<file path="src/rtl/mdu_divider_pkg.sv">
// Shared ALU select codes and MDU state encoding for the RV32IM execute stage.
// This package is the single source for the ALU_* codes used by the ALU control unit and the MDU.
package mdu_divider_pkg;

    localparam logic [4:0] ALU_ADD    = 5'd0;
    localparam logic [4:0] ALU_SUB    = 5'd1;
    localparam logic [4:0] ALU_SLL    = 5'd2;
    localparam logic [4:0] ALU_SLT    = 5'd3;
    localparam logic [4:0] ALU_SLTU   = 5'd4;
    localparam logic [4:0] ALU_XOR    = 5'd5;
    localparam logic [4:0] ALU_SRL    = 5'd6;
    localparam logic [4:0] ALU_SRA    = 5'd7;
    localparam logic [4:0] ALU_OR     = 5'd8;
    localparam logic [4:0] ALU_AND    = 5'd9;
    localparam logic [4:0] ALU_MUL    = 5'd10;
    localparam logic [4:0] ALU_MULH   = 5'd11;
    localparam logic [4:0] ALU_MULHSU = 5'd12;
    localparam logic [4:0] ALU_MULHU  = 5'd13;
    localparam logic [4:0] ALU_DIV    = 5'd14;
    localparam logic [4:0] ALU_DIVU   = 5'd15;
    localparam logic [4:0] ALU_REM    = 5'd16;
    localparam logic [4:0] ALU_REMU   = 5'd17;

    typedef enum logic [1:0] {
        MDU_IDLE = 2'd0,
        MDU_CALC = 2'd1,
        MDU_DONE = 2'd2
    } mdu_state_e;

    function automatic logic is_div_sel(input logic [4:0] sel);
        return (sel == ALU_DIV) || (sel == ALU_DIVU) || (sel == ALU_REM) || (sel == ALU_REMU);
    endfunction

    function automatic logic is_signed_div_sel(input logic [4:0] sel);
        return (sel == ALU_DIV) || (sel == ALU_REM);
    endfunction

    function automatic logic is_rem_sel(input logic [4:0] sel);
        return (sel == ALU_REM) || (sel == ALU_REMU);
    endfunction

endpackage

</file>
<file path="src/rtl/mdu_divider_div_restore_step.sv">
// One radix-2 restoring division step: shifts {rem, quo} left and subtracts the divisor on success.
module div_restore_step
    import mdu_divider_pkg::*;
#(
    parameter int XLEN = 32
) (
    input  logic [XLEN-1:0] rem_i,
    input  logic [XLEN-1:0] quo_i,
    input  logic [XLEN-1:0] divisor_i,
    output logic [XLEN-1:0] rem_next_o,
    output logic [XLEN-1:0] quo_next_o
);

    logic [XLEN:0] shifted;
    logic [XLEN:0] trial;

    // The shifted remainder can reach 2*divisor-1, so the trial needs one extra bit.
    always_comb begin
        shifted    = {rem_i, quo_i[XLEN-1]};
        trial      = shifted - {1'b0, divisor_i};
        rem_next_o = trial[XLEN] ? shifted[XLEN-1:0] : trial[XLEN-1:0];
        quo_next_o = {quo_i[XLEN-2:0], ~trial[XLEN]};
    end

endmodule

</file>
<file path="src/rtl/mdu_divider.sv">
// Multi-cycle RV32IM divide unit (DIV/DIVU/REM/REMU), radix-2 restoring, one quotient bit per cycle.
// Optional last-result cache enabled by defining MDU_DIV_CACHE_EN.
module mdu_divider
    import mdu_divider_pkg::*;
#(
    parameter int XLEN = 32
) (
    input  logic            clk,
    input  logic            rst_n,
    input  logic            start_i,
    input  logic            flush_i,
    input  logic [4:0]      alu_sel_i,
    input  logic [XLEN-1:0] op_a_i,
    input  logic [XLEN-1:0] op_b_i,
    output logic [XLEN-1:0] result_o,
    output logic            done_o,
    output logic            busy_o,
    output logic            stall_o
);

    localparam int CNT_W = $clog2(XLEN);
    localparam logic [XLEN-1:0] INT_MIN = {1'b1, {(XLEN-1){1'b0}}};

    mdu_state_e       state_q, state_d;
    logic [CNT_W-1:0] cnt_q, cnt_d;
    logic [XLEN-1:0]  rem_q, rem_d;
    logic [XLEN-1:0]  quo_q, quo_d;
    logic [XLEN-1:0]  divisor_q, divisor_d;
    logic             negQuo_q, negQuo_d;
    logic             negRem_q, negRem_d;
    logic             isRem_q, isRem_d;

    logic            isDiv, signedOp, accept, cacheHit;
    logic [XLEN-1:0] magA, magB, stepRem, stepQuo, finalQuo, finalRem;
    logic [XLEN-1:0] hitQuo, hitRem;

    assign isDiv    = is_div_sel(alu_sel_i);
    assign signedOp = is_signed_div_sel(alu_sel_i);
    assign accept   = (state_q == MDU_IDLE) && start_i && isDiv && !flush_i;
    assign magA     = (signedOp && op_a_i[XLEN-1]) ? -op_a_i : op_a_i;
    assign magB     = (signedOp && op_b_i[XLEN-1]) ? -op_b_i : op_b_i;
    assign finalQuo = negQuo_q ? -quo_q : quo_q;
    assign finalRem = negRem_q ? -rem_q : rem_q;

    div_restore_step #(.XLEN(XLEN)) u_step (
        .rem_i      (rem_q),
        .quo_i      (quo_q),
        .divisor_i  (divisor_q),
        .rem_next_o (stepRem),
        .quo_next_o (stepQuo)
    );

`ifdef MDU_DIV_CACHE_EN
    logic [XLEN-1:0] opA_q, opB_q, cacheA_q, cacheB_q, cacheQuo_q, cacheRem_q;
    logic            signed_q, cacheSigned_q, cacheValid_q;

    assign cacheHit = cacheValid_q && (op_a_i == cacheA_q) && (op_b_i == cacheB_q)
                      && (signedOp == cacheSigned_q);
    assign hitQuo   = cacheQuo_q;
    assign hitRem   = cacheRem_q;

    // Only a real CALC completion fills the entry; a flushed run leaves it untouched.
    always_ff @(posedge clk or negedge rst_n) begin
        if (!rst_n) begin
            opA_q         <= '0;
            opB_q         <= '0;
            signed_q      <= 1'b0;
            cacheA_q      <= '0;
            cacheB_q      <= '0;
            cacheQuo_q    <= '0;
            cacheRem_q    <= '0;
            cacheSigned_q <= 1'b0;
            cacheValid_q  <= 1'b0;
        end else begin
            if (accept) begin
                opA_q    <= op_a_i;
                opB_q    <= op_b_i;
                signed_q <= signedOp;
            end
            if ((state_q == MDU_CALC) && (cnt_q == '0) && !flush_i) begin
                cacheA_q      <= opA_q;
                cacheB_q      <= opB_q;
                cacheSigned_q <= signed_q;
                cacheQuo_q    <= negQuo_q ? -stepQuo : stepQuo;
                cacheRem_q    <= negRem_q ? -stepRem : stepRem;
                cacheValid_q  <= 1'b1;
            end
        end
    end
`else
    assign cacheHit = 1'b0;
    assign hitQuo   = '0;
    assign hitRem   = '0;
`endif

    always_ff @(posedge clk or negedge rst_n) begin
        if (!rst_n) begin
            state_q   <= MDU_IDLE;
            cnt_q     <= '0;
            rem_q     <= '0;
            quo_q     <= '0;
            divisor_q <= '0;
            negQuo_q  <= 1'b0;
            negRem_q  <= 1'b0;
            isRem_q   <= 1'b0;
        end else begin
            state_q   <= state_d;
            cnt_q     <= cnt_d;
            rem_q     <= rem_d;
            quo_q     <= quo_d;
            divisor_q <= divisor_d;
            negQuo_q  <= negQuo_d;
            negRem_q  <= negRem_d;
            isRem_q   <= isRem_d;
        end
    end

    // Special cases and cache hits load final values with sign fix-up disabled.
    always_comb begin
        state_d   = state_q;
        cnt_d     = cnt_q;
        rem_d     = rem_q;
        quo_d     = quo_q;
        divisor_d = divisor_q;
        negQuo_d  = negQuo_q;
        negRem_d  = negRem_q;
        isRem_d   = isRem_q;
        case (state_q)
            MDU_IDLE: begin
                if (accept) begin
                    isRem_d   = is_rem_sel(alu_sel_i);
                    divisor_d = magB;
                    negQuo_d  = 1'b0;
                    negRem_d  = 1'b0;
                    state_d   = MDU_DONE;
                    if (op_b_i == '0) begin
                        quo_d = '1;
                        rem_d = op_a_i;
                    end else if (signedOp && (op_a_i == INT_MIN) && (op_b_i == '1)) begin
                        quo_d = INT_MIN;
                        rem_d = '0;
                    end else if (cacheHit) begin
                        quo_d = hitQuo;
                        rem_d = hitRem;
                    end else begin
                        state_d  = MDU_CALC;
                        cnt_d    = CNT_W'(XLEN - 1);
                        rem_d    = '0;
                        quo_d    = magA;
                        negQuo_d = signedOp && (op_a_i[XLEN-1] ^ op_b_i[XLEN-1]);
                        negRem_d = signedOp && op_a_i[XLEN-1];
                    end
                end
            end
            MDU_CALC: begin
                rem_d = stepRem;
                quo_d = stepQuo;
                cnt_d = cnt_q - 1'b1;
                if (cnt_q == '0) begin
                    state_d = MDU_DONE;
                end
            end
            default: begin
                state_d = MDU_IDLE;
            end
        endcase
        if (flush_i) begin
            state_d = MDU_IDLE;
        end
    end

    assign done_o   = (state_q == MDU_DONE) && !flush_i;
    assign result_o = done_o ? (isRem_q ? finalRem : finalQuo) : '0;
    assign busy_o   = (state_q == MDU_CALC);
    assign stall_o  = ((state_q == MDU_IDLE) && start_i && isDiv) || (state_q == MDU_CALC);

endmodule

</file>
<file path="config.mk">
export PLATFORM = sky130hd
export DESIGN_NAME = mdu_divider
export DESIGN_NICKNAME = d
export VERILOG_FILES = /design/src/rtl/mdu_divider_pkg.sv /design/src/rtl/mdu_divider_div_restore_step.sv /design/src/rtl/mdu_divider.sv
export SDC_FILE = /design/constraint.sdc
export NUM_CORES = 1
export LEC_CHECK = 0
export CORE_MARGIN = 1.5
export CORE_UTILIZATION = 25
export DETAILED_ROUTE_END_ITERATION = 10
export SLEW_MARGIN = 20
export SYNTH_ARGS = -nofsm -noshare
export SYNTH_HDL_FRONTEND = slang
export SYNTH_SLANG_ARGS = --single-unit
export TNS_END_PERCENT = 5
</file>
<file path="constraint.sdc">
create_clock -name clk -period 7.7 [get_ports clk]
set_input_delay 0.77 -clock clk [delete_from_list [all_inputs] [get_ports clk]]
set_output_delay 0.77 -clock clk [all_outputs]
set_load 0.01 [all_outputs]
</file>
==> flow_summary.json, run 1 <==
{
  "fp.dieH_um": 203,
  "ys_warn_count": 0,
  "synth_seq_cells": 106,
  "route.detailed.drc": 0,
  "overflow": 0,
  "startpoint_type": "flip-flop",
  "hold_violations": 0,
  "ys_seq_area_share_pct": 26.6,
  "synth_flop_cell": "dfrtp_1",
  "ys_async_sr_fraction_pct": 100,
  "crit_path_end_kind": "output pin",
  "nets": 1440,
  "max_slew_margin_pct": 30.3,
  "tightest_slew_ps": 1050,
  "grt_max_degree": 116,
  "fin_crit_sh_pct": 68.2,
  "ctsHoldBuffers": 0,
  "multi_input_area_mm2": 0.00679,
  "ff_latch_area_mm2": 0.00265,
  "r2r_slack_ps": 3750,
  "rr_worst_depth": 13,
  "synthToLayoutAreaGrowth_pct": 18.2,
  "holdWs_ps": 385,
  "power_mw": 3.85,
  "clock_path_buffers": 2,
  "fin_area_mm2": 0.0118,
  "gp_congestion": 0.844,
  "nFillCells": 4118,
  "drv_slew": 0,
  "core_area_mm2": 0.0390,
  "antenna_left": 0,
  "vias": 9484,
  "cp.arrival_ps": 4480,
  "dp_hpwl_um": 24000,
  "rsz0062_at_grt": "false",
  "antenna_cells": 0,
  "rows": 72,
  "drt_iter0_drc": 604,
  "syn-num-nets": 1392,
  "cts_tree": "done",
  "die_w_um": 203,
  "htree_levels": 3,
  "r2r_end": "rem_q[0]$_DFFE_PN0P_",
  "leakage_nw": 4.49,
  "drv_cap": 0,
  "start_util_pct": 25.5,
  "power_density_mw_per_mm2": 327,
  "post_cts_resized": 0,
  "die-area_mm2": 0.0410,
  "cts_root_buf": "clkbuf_16",
  "vias_per_cell": 5.13,
  "cp.required_ps": 6930,
  "grt_pass1_wl_um": 50300,
  "synth_cells": 1279,
  "finalCriticalPeriod_ps": 5250,
  "tns_ps": 0,
  "grt_pass1_vias": 8867,
  "drive_gt1_share_pct": 3.83,
  "synth_area_per_cell_um2": 7.78,
  "cts_sinks": 106,
  "max_freq_ghz": 0.190,
  "status": "finished clean",
  "final_cell_mix": "131 x o21ai_0, 113 x nand2_1, 107 x a21oi_1",
  "firstDrtPassIters": 5,
  "hold_class": "primary input to asynchronous set/reset pin",
  "r2r_start": "quo_q[31]$_DFFE_PN0P_",
  "clock_latency_ps": 360,
  "netlist_area_mm2": 0.00995,
  "wl_per_cell_um": 16.9,
  "cts_setup_buffers": 0,
  "crit_type": "flip-flop to output pin",
  "wl_um": 31200,
  "path_clk_slew_ps": 70,
  "grt_use_total_pct": 15.3,
  "clock_skew_ps": 8.07,
  "timing.final.ws_setup_ps": 2450,
  "place_area_mm2": 0.0114,
  "setup_viol": 0,
  "dp_slack_ps": 2890,
  "worst-path-max-fanout": 6,
  "cts_buffers": 9,
  "layout.cells.most_common": "o21ai_0",
  "antenna_found_initial": 1,
  "synth_edf_count": 0,
  "top_level_ports": 108,
  "io_buffers": 107,
  "peakVddDrop_mv": 0.208,
  "synth_cell_type_count": 68
}
## cell usage after synthesis (all sizes together) (2+ instances only)
| cell type | instances | area share [%] |
|---|---|---|
| o31ai | 27 | 2.0 |
| o2111a | 2 | 0.23 |
| nand4 | 15 | 0.94 |
| o31a | 3 | 0.26 |
| o21bai | 5 | 0.38 |
| a21o | 14 | 1.1 |
| and2 | 6 | 0.38 |
| o21ai | 140 | 7.0 |
| ha | 39 | 4.9 |
| o21a | 10 | 0.75 |
| a31o | 2 | 0.18 |
| nand2 | 113 | 4.3 |
| nor2b | 7 | 0.44 |
| xnor2 | 79 | 7.0 |
| nand3b | 4 | 0.30 |
| a311oi | 2 | 0.24 |
| a211oi | 54 | 4.1 |
| or4 | 16 | 1.2 |
| and4 | 2 | 0.18 |
| buf | 14 | 0.75 |
| nor2 | 92 | 3.5 |
| mux2i | 32 | 3.2 |
| clkbuf | 66 | 2.5 |
| o22ai | 2 | 0.13 |
| a2bb2oi | 3 | 0.26 |
| o211a | 2 | 0.20 |
| nor3 | 31 | 1.6 |
| a41oi | 2 | 0.18 |
| nand3 | 17 | 0.85 |
| o41ai | 12 | 1.2 |
| o211ai | 23 | 1.7 |
| a31oi | 9 | 0.57 |
| o22a | 2 | 0.18 |
| inv | 56 | 2.1 |
| dfrtp | 106 | 27 |
| a211o | 2 | 0.18 |
| a21oi | 107 | 5.4 |
| nor4 | 12 | 0.97 |
| mux2 | 5 | 0.57 |
| nand2b | 6 | 0.38 |
| or3 | 17 | 1.1 |
| or2 | 5 | 0.31 |
| xor2 | 68 | 6.0 |
| and3 | 33 | 2.1 |
| a221oi | 2 | 0.18 |
## kinds of logic (layout without fill, tap and decap cells)
family	after synthesis	after routing	synth area share [%]
adders and majority gates	40	40	5.10
and+or+nand+nor	381	381	19.0
AOI/OAI and AO/OA	432	432	27.2
buffers and inverters	136	188	5.36
DFF	106	106	26.6
xor gates and xnor gates	147	147	12.9
muxes	37	37	3.78
## layer usage
layer | up-vias | global-route usage (%) | wire [µm]
li1 | 4747 | - | -
met1 | 4447 | 22.3 | 15400
met2 | 260 | 22.5 | 13000
met3 | 28 | 3.08 | 2270
met4 | 2 | 4.31 | 520
met5 | - | 0 | 9
## sequential cells by signal, summed over array words and instances (netlist names)
name / count
state_q: 2
quo_q: 32
negQuo_q: 1
divisor_q: 32
cnt_q: 5
rem_q: 32
isRem_q: 1
negRem_q: 1
## layout make-up
type | count | area share, %
clock inverters | 1 | 0.255
clock buffers | 14 | 2.50
well taps | 518 | 5.51
repair buffers | 117 | 9.72
multi-input cells | 1037 | 57.7
inverters | 56 | 1.79
flip-flops and latches | 106 | 22.6
## critical path, stage by stage (launching register included)
cell	delay, ps
dfrtp_1	440
inv_1	140
ha_1	190
or3b_1	420
nor4_1	490
nand3_1	210
or4_1	500
or4_1	450
o21ai_1	190
xor2_1	90
a211oi_1	380
clkdlybuf4s50_1	610
## where the power goes
part	internal (mW)	switching (mW)	total, mW
sequential	0.759	0.340	1.10
combinational	0.996	1.24	2.23
clock	0.296	0.219	0.515
total	2.05	1.80	3.85
## worst max-delay path by stage
stage	from	end	slack, ps	depth (start not counted)
after floorplan	rem_q[0]$_DFFE_PN0P_	result_o[28]	3930	10
after global placement	rem_q[0]$_DFFE_PN0P_	result_o[28]	2910	11
after detailed placement	rem_q[0]$_DFFE_PN0P_	result_o[28]	2890	11
after CTS	rem_q[0]$_DFFE_PN0P_	result_o[28]	2460	11
after global routing	rem_q[0]$_DFFE_PN0P_	result_o[28]	2320	11
final	rem_q[0]$_DFFE_PN0P_	result_o[28]	2450	11
## per-stage QoR
stage | std cells | util [%]
final | 1849 | 30.2
after global placement | 1834 | 29.3
after global routing | 1849 | 30.2
after CTS | 1849 | 30.2
after floorplan | 1279 | -
after detailed placement | 1834 | 29.3
No activity file was read; power rests on OpenSTA's default activity.
==> inputs of run 2 (changes only) <==
Clock period 7.7 ns to 4.5 ns, I/O delays scaled along.
==> run 2 against run 1 <==
  * Clock skew up 5.3 ps
  * First-iteration DRC count up 14%
  * Design area grew 1.5%
  * Via count rose by 1.0%
  * Worst hold slack worse by 150 ps
  * Critical path depth decreased by 1
  * Clock power is 64% higher
  * Utilization increased by 0.45 points
  * Clock-buffer cell count down 2
  * Combinational power up 78%
  * Register-to-register slack got worse by 3000 ps
  * Global-route usage up 0.29 points
  * Highest routed layer is now met4
==> flow_summary.json, run 2 (same netlist as run 1, synthesis figures left out) <==
{
  "status": "finished clean",
  "share_comb_of_total_power_pct": 59.5,
  "dp_cells": 1853,
  "grt_use_total_pct": 15.5,
  "fin_crit_sh_pct": 96.8,
  "cts_root_buf": "clkbuf_16",
  "firstDrtPassIters": 5,
  "max_freq_ghz": 0.230,
  "nets": 1459,
  "ctsHoldBuffers": 0,
  "leakage_nw": 4.61,
  "finalCriticalPeriod_ps": 4350,
  "drv_slew": 0,
  "layout.cells.most_common": "o21ai_0",
  "cts_sinks": 106,
  "cp.arrival_ps": 3900,
  "cts_buffers": 9,
  "route.detailed.drc": 0,
  "rows": 72,
  "rsz0062_at_grt": "false",
  "crit_slowest_cell": "clkdlybuf4s50_1",
  "gp_congestion": 0.866,
  "pwr-share-clk_pct": 12.7,
  "tns_ps": 0,
  "overflow": 0,
  "power_density_mw_per_mm2": 556,
  "htree_levels": 3,
  "core_area_mm2": 0.0390,
  "synthToLayoutAreaGrowth_pct": 20.0,
  "seqPwrFrac_pct": 27.7,
  "final_cell_mix": "131 x o21ai_0, 113 x nand2_1, 107 x a21oi_1",
  "setup_viol": 0,
  "worst-path-max-fanout": 6,
  "die-area_mm2": 0.0410,
  "clock_latency_ps": 360,
  "hold_class": "primary input to asynchronous set/reset pin",
  "wl_um": 31700,
  "clock_skew_ps": 13.4,
  "crit_type": "flip-flop to output pin",
  "path_cells": "or3_1 > nor4_4 > nand3_1 > or4_1 > or3_4 > o31ai_1 > xnor2_1 > mux2i_1 > nor2_1 > clkdlybuf4s50_1",
  "grt_max_degree": 116,
  "holdWs_ps": 235,
  "vias": 9579,
  "antenna_found_initial": 0,
  "antenna_cells": 0,
  "start_util_pct": 25.5,
  "drt_iter0_drc": 688,
  "cp.required_ps": 4050,
  "cts_setup_buffers": 0,
  "p_sw_mw": 3.12,
  "tightest_slew_ps": 978,
  "dp_hpwl_um": 24600,
  "wl_per_cell_um": 17.0,
  "startpoint_type": "flip-flop",
  "grt_pass1_vias": 9022,
  "max_slew_margin_pct": 34.8,
  "crit_path_max_incr_delay_ps": 570,
  "drv_cap": 0,
  "ff_latch_area_mm2": 0.00265,
  "swShare_pct": 46.9,
  "top_level_ports": 108,
  "crit_path_end_kind": "output pin",
  "antenna_left": 0,
  "largestRegisters": "divisor_q: 32 flops, quo_q: 32 flops, rem_q: 32 flops",
  "vias_per_cell": 5.13,
  "io_buffers": 107,
  "path_clk_slew_ps": 70,
  "cts_tree": "done",
  "nFillCells": 4130,
  "hold_violations": 0,
  "cell_internal_pwr_mw": 3.53,
  "multi_input_area_mm2": 0.00681,
  "fp.dieH_um": 203,
  "clock_path_buffers": 2,
  "grt_pass1_wl_um": 50900,
  "drive_gt1_share_pct": 5.55,
  "die_w_um": 203,
  "peakVddDrop_mv": 0.344,
  "final_cells": 1869
}
[run 2: worst max-delay path: cells and delay by family (launching register included)]
| family | cells | cell delay [ps] |
|---|---|---|
| compound gates | 1 | 290 |
| xor+xnor | 1 | 160 |
| simple gates | 6 | 1960 |
| flops | 1 | 470 |
| mux | 1 | 100 |
| buf+inv | 1 | 570 |
[run 2: metrics by stage]
stage	util, %	instance area (µm²)	setup slack (ps)	total power [mW]
floorplan	-	9950	1050	4.68
global route	30.6	11900	2.02	7.20
finish	30.6	11900	146	6.64
global placement	29.8	11600	167	5.66
CTS	30.6	11900	13.8	6.61
detailed placement	29.8	11600	211	5.74
[run 2: power by group through the flow]
| stage | Sequential (mW) | Clock, mW | Combinational (mW) |
|---|---|---|---|
| floorplan | 1.66 | 0 | 3.02 |
| global placement | 1.82 | 0 | 3.84 |
| detailed placement | 1.84 | 0 | 3.90 |
| CTS | 1.82 | 0.857 | 3.93 |
| global route | 1.90 | 0.900 | 4.40 |
| finish | 1.84 | 0.844 | 3.96 |
[run 2: final cells by class]
class,count,area share (%)
Timing Repair Buffer,136,11.0
Clock inverter,4,0.419
Sequential cell,106,22.2
Tap cell,518,5.43
Multi-Input combinational cell,1037,57.1
Inverter,56,1.76
Clock buffer,12,2.15
[run 2: path summary, 6_finish.rpt]
path,from,end,slack [ps],cells after the start
max in group asynchronous,rst_n,divisor_q[20]$_DFFE_PN0P_,3220,2
min in group clk,divisor_q[15]$_DFFE_PN0P_,divisor_q[15]$_DFFE_PN0P_,480,2
max,rem_q[6]$_DFFE_PN0P_,result_o[27],150,10
min reg2reg,divisor_q[15]$_DFFE_PN0P_,divisor_q[15]$_DFFE_PN0P_,480,2
max reg2reg,quo_q[31]$_DFFE_PN0P_,rem_q[1]$_DFFE_PN0P_,720,13
min,rst_n,quo_q[2]$_DFFE_PN0P_,240,1
[run 2: repair_timing]
action	CTS	global route
setup endpoints to repair	4	2
resized for setup	6	3
hold endpoints to repair	0	0
gates cloned	0	0
[run 2: routing by layer]
metal	vias up	wire, µm	global-route usage, %
met5	-	0	0
met4	0	650	4.76
met3	31	2170	3.13
met2	251	13300	23.2
met1	4512	15600	22.4
li1	4785	-	-
==> inputs of run 3 (changes only) <==
--- a/constraint.sdc
+++ b/constraint.sdc
@@ -3,2 +3,2 @@
 set_output_delay 0.45 -clock clk [all_outputs]
-set_load 0.01 [all_outputs]
+set_load 0.005 [all_outputs]
==> run 3 against run 2 <==
  * Worst hold slack worse by 230 ps
  * Fmax decreased by 0.45%
  * Sequential power hardly changed
  * Cell count fell by 0.11%
  * Highest routed layer unchanged
  * Critical path type unchanged
  * Sequential share of layout area is essentially flat
  * Non-clock buffer count decreased by 2
  * First-iteration DRC count shrank 2.0%
  * Register-to-register slack got worse by 30 ps
  * Clock skew barely moved
  * Critical path depth is 4 higher
  * Clock power increased by 5.8%
==> flow_summary.json, run 3 (same netlist as run 1, synthesis figures left out) <==
{
  "status": "finished clean",
  "cts_sinks": 106,
  "dp_hpwl_um": 24600,
  "setup_viol": 0,
  "tightest_slew_ps": 969,
  "startpoint_type": "flip-flop",
  "cell_internal_pwr_mw": 3.57,
  "leakage_nw": 4.60,
  "crit_slowest_cell": "clkdlybuf4s50_1",
  "worst-path-max-fanout": 4,
  "pwr-share-clk_pct": 13.3,
  "wl_um": 31700,
  "final_cells": 1867,
  "dp_slack_ps": 145,
  "clock_path_buffers": 2,
  "rr_worst_depth": 13,
  "crit_type": "flip-flop to output pin",
  "drt_iter0_drc": 674,
  "nFillCells": 4115,
  "busiest_layer": "met2",
  "htree_levels": 3,
  "core_area_mm2": 0.0390,
  "use_met2_pct": 23.1,
  "crit_top_cell": "buf_4",
  "rsz0062_at_grt": "true",
  "fp.dieH_um": 203,
  "grt_use_total_pct": 15.5,
  "r2r_end": "rem_q[10]$_DFFE_PN0P_",
  "io_buffers": 107,
  "antenna_found_initial": 0,
  "fin_crit_sh_pct": 97.2,
  "swShare_pct": 46.8,
  "layout.cells.most_common": "o21ai_0",
  "clock_skew_ps": 13.2,
  "crit_path_max_incr_delay_ps": 530,
  "finalCriticalPeriod_ps": 4370,
  "tns_ps": 0,
  "vias": 9559,
  "grtUsageMet1_pct": 22.5,
  "multi_input_area_mm2": 0.00683,
  "path_cells": "inv_1 > ha_2 > or3b_4 > nor4_2 > buf_4 > nand3_1 > or4_4 > o41ai_4 > buf_4 > nand2_1 > xor2_1 > mux2i_1 > nor2_1 > clkdlybuf4s50_1",
  "ff_latch_area_mm2": 0.00265,
  "drive_gt1_share_pct": 5.56,
  "ctsHoldBuffers": 0,
  "power_mw": 6.70,
  "r2r_start": "quo_q[31]$_DFFE_PN0P_",
  "grt_max_degree": 116,
  "cp.arrival_ps": 3920,
  "hold_class": "primary input to asynchronous set/reset pin",
  "share_comb_of_total_power_pct": 59.0,
  "die-area_mm2": 0.0410,
  "antenna_left": 0,
  "final_cell_mix": "130 x o21ai_0, 113 x nand2_1, 107 x a21oi_1",
  "start_util_pct": 25.5,
  "cts_root_buf": "clkbuf_16",
  "cp.required_ps": 4050,
  "route.detailed.drc": 0,
  "cts_tree": "done",
  "top_level_ports": 108,
  "peakVddDrop_mv": 0.423,
  "largestRegisters": "divisor_q: 32 flops, quo_q: 32 flops, rem_q: 32 flops",
  "antenna_cells": 0,
  "rows": 72,
  "max_slew_margin_pct": 35.4,
  "p_sw_mw": 3.13,
  "die_w_um": 203,
  "grt_pass1_vias": 9017,
  "dp_cells": 1851,
  "seqPwrFrac_pct": 27.7,
  "max_freq_ghz": 0.229,
  "cts_buffers": 9,
  "synthToLayoutAreaGrowth_pct": 20.2,
  "nets": 1457,
  "power_density_mw_per_mm2": 560,
  "clock_latency_ps": 360,
  "hold_violations": 0,
  "grt_pass1_wl_um": 51300,
  "overflow": 0,
  "wl_per_cell_um": 17.0,
  "timing.final.ws_setup_ps": 126,
  "grt_use_met3_pct": 3.47,
  "path_clk_slew_ps": 80,
  "drv_slew": 0,
  "holdWs_ps": 6.24,
  "vias_per_cell": 5.12,
  "r2r_slack_ps": 690,
  "gp_congestion": 0.866,
  "firstDrtPassIters": 5,
  "drv_cap": 0,
  "crit_path_end_kind": "output pin"
}
## run 3: worst max path at each step
stage,cells past startpoint,endpoint,start
CTS,12,result_o[24],rem_q[0]$_DFFE_PN0P_
global placement,12,result_o[28],rem_q[0]$_DFFE_PN0P_
floorplan,10,result_o[28],rem_q[0]$_DFFE_PN0P_
detailed placement,12,result_o[28],rem_q[0]$_DFFE_PN0P_
finish,14,result_o[30],rem_q[0]$_DFFE_PN0P_
global route,14,result_o[30],rem_q[0]$_DFFE_PN0P_
## run 3: worst max-delay path, delay by kind of cell (launching register included)
kind / cells / cell delay, ps
buf+inv: 4 / 970
flops: 1 / 380
mux: 1 / 90
compound gates: 1 / 300
xor+xnor: 1 / 140
simple gates: 6 / 1510
fa+ha+maj: 1 / 190
## run 3: per-layer routing
layer | up-vias | share of wire (%)
met4 | 0 | 1.4
met5 | - | 0
met1 | 4479 | 49
li1 | 4785 | -
met3 | 17 | 7.5
met2 | 278 | 42
## run 3: metrics by stage
stage / instance area [µm²] / util, %
6_report: 12000 / 30.7
5_1_grt: 12000 / 30.7
4_1_cts: 11900 / 30.6
3_5_place_dp: 11600 / 29.7
3_3_place_gp: 11600 / 29.7
2_1_floorplan: 9950 / -
## run 3: layout make-up
cell class	instances	area share, %
Sequential cell	106	22.2
Inverter	56	1.76
Tap cell	518	5.42
Clock inverter	6	0.743
Timing Repair Buffer	134	10.8
Clock buffer	10	2.00
Multi-Input combinational cell	1037	57.1
## run 3: power by group through the flow
stage / clock network (mW) / registers, mW / logic [mW]
2_1_floorplan: 0 / 1.66 / 3.01
5_1_grt: 0.948 / 1.92 / 4.39
3_5_place_dp: 0 / 1.85 / 3.87
6_report: 0.893 / 1.86 / 3.95
3_3_place_gp: 0 / 1.83 / 3.83
4_1_cts: 0.918 / 1.83 / 3.92
## run 3: repair_timing
item	4_1_cts	5_1_grt
pin swaps	1	0
hold endpoints to repair	0	0
buffers inserted	0	0
gates resized for setup	5	5
endpoints found under the setup margin	4	4
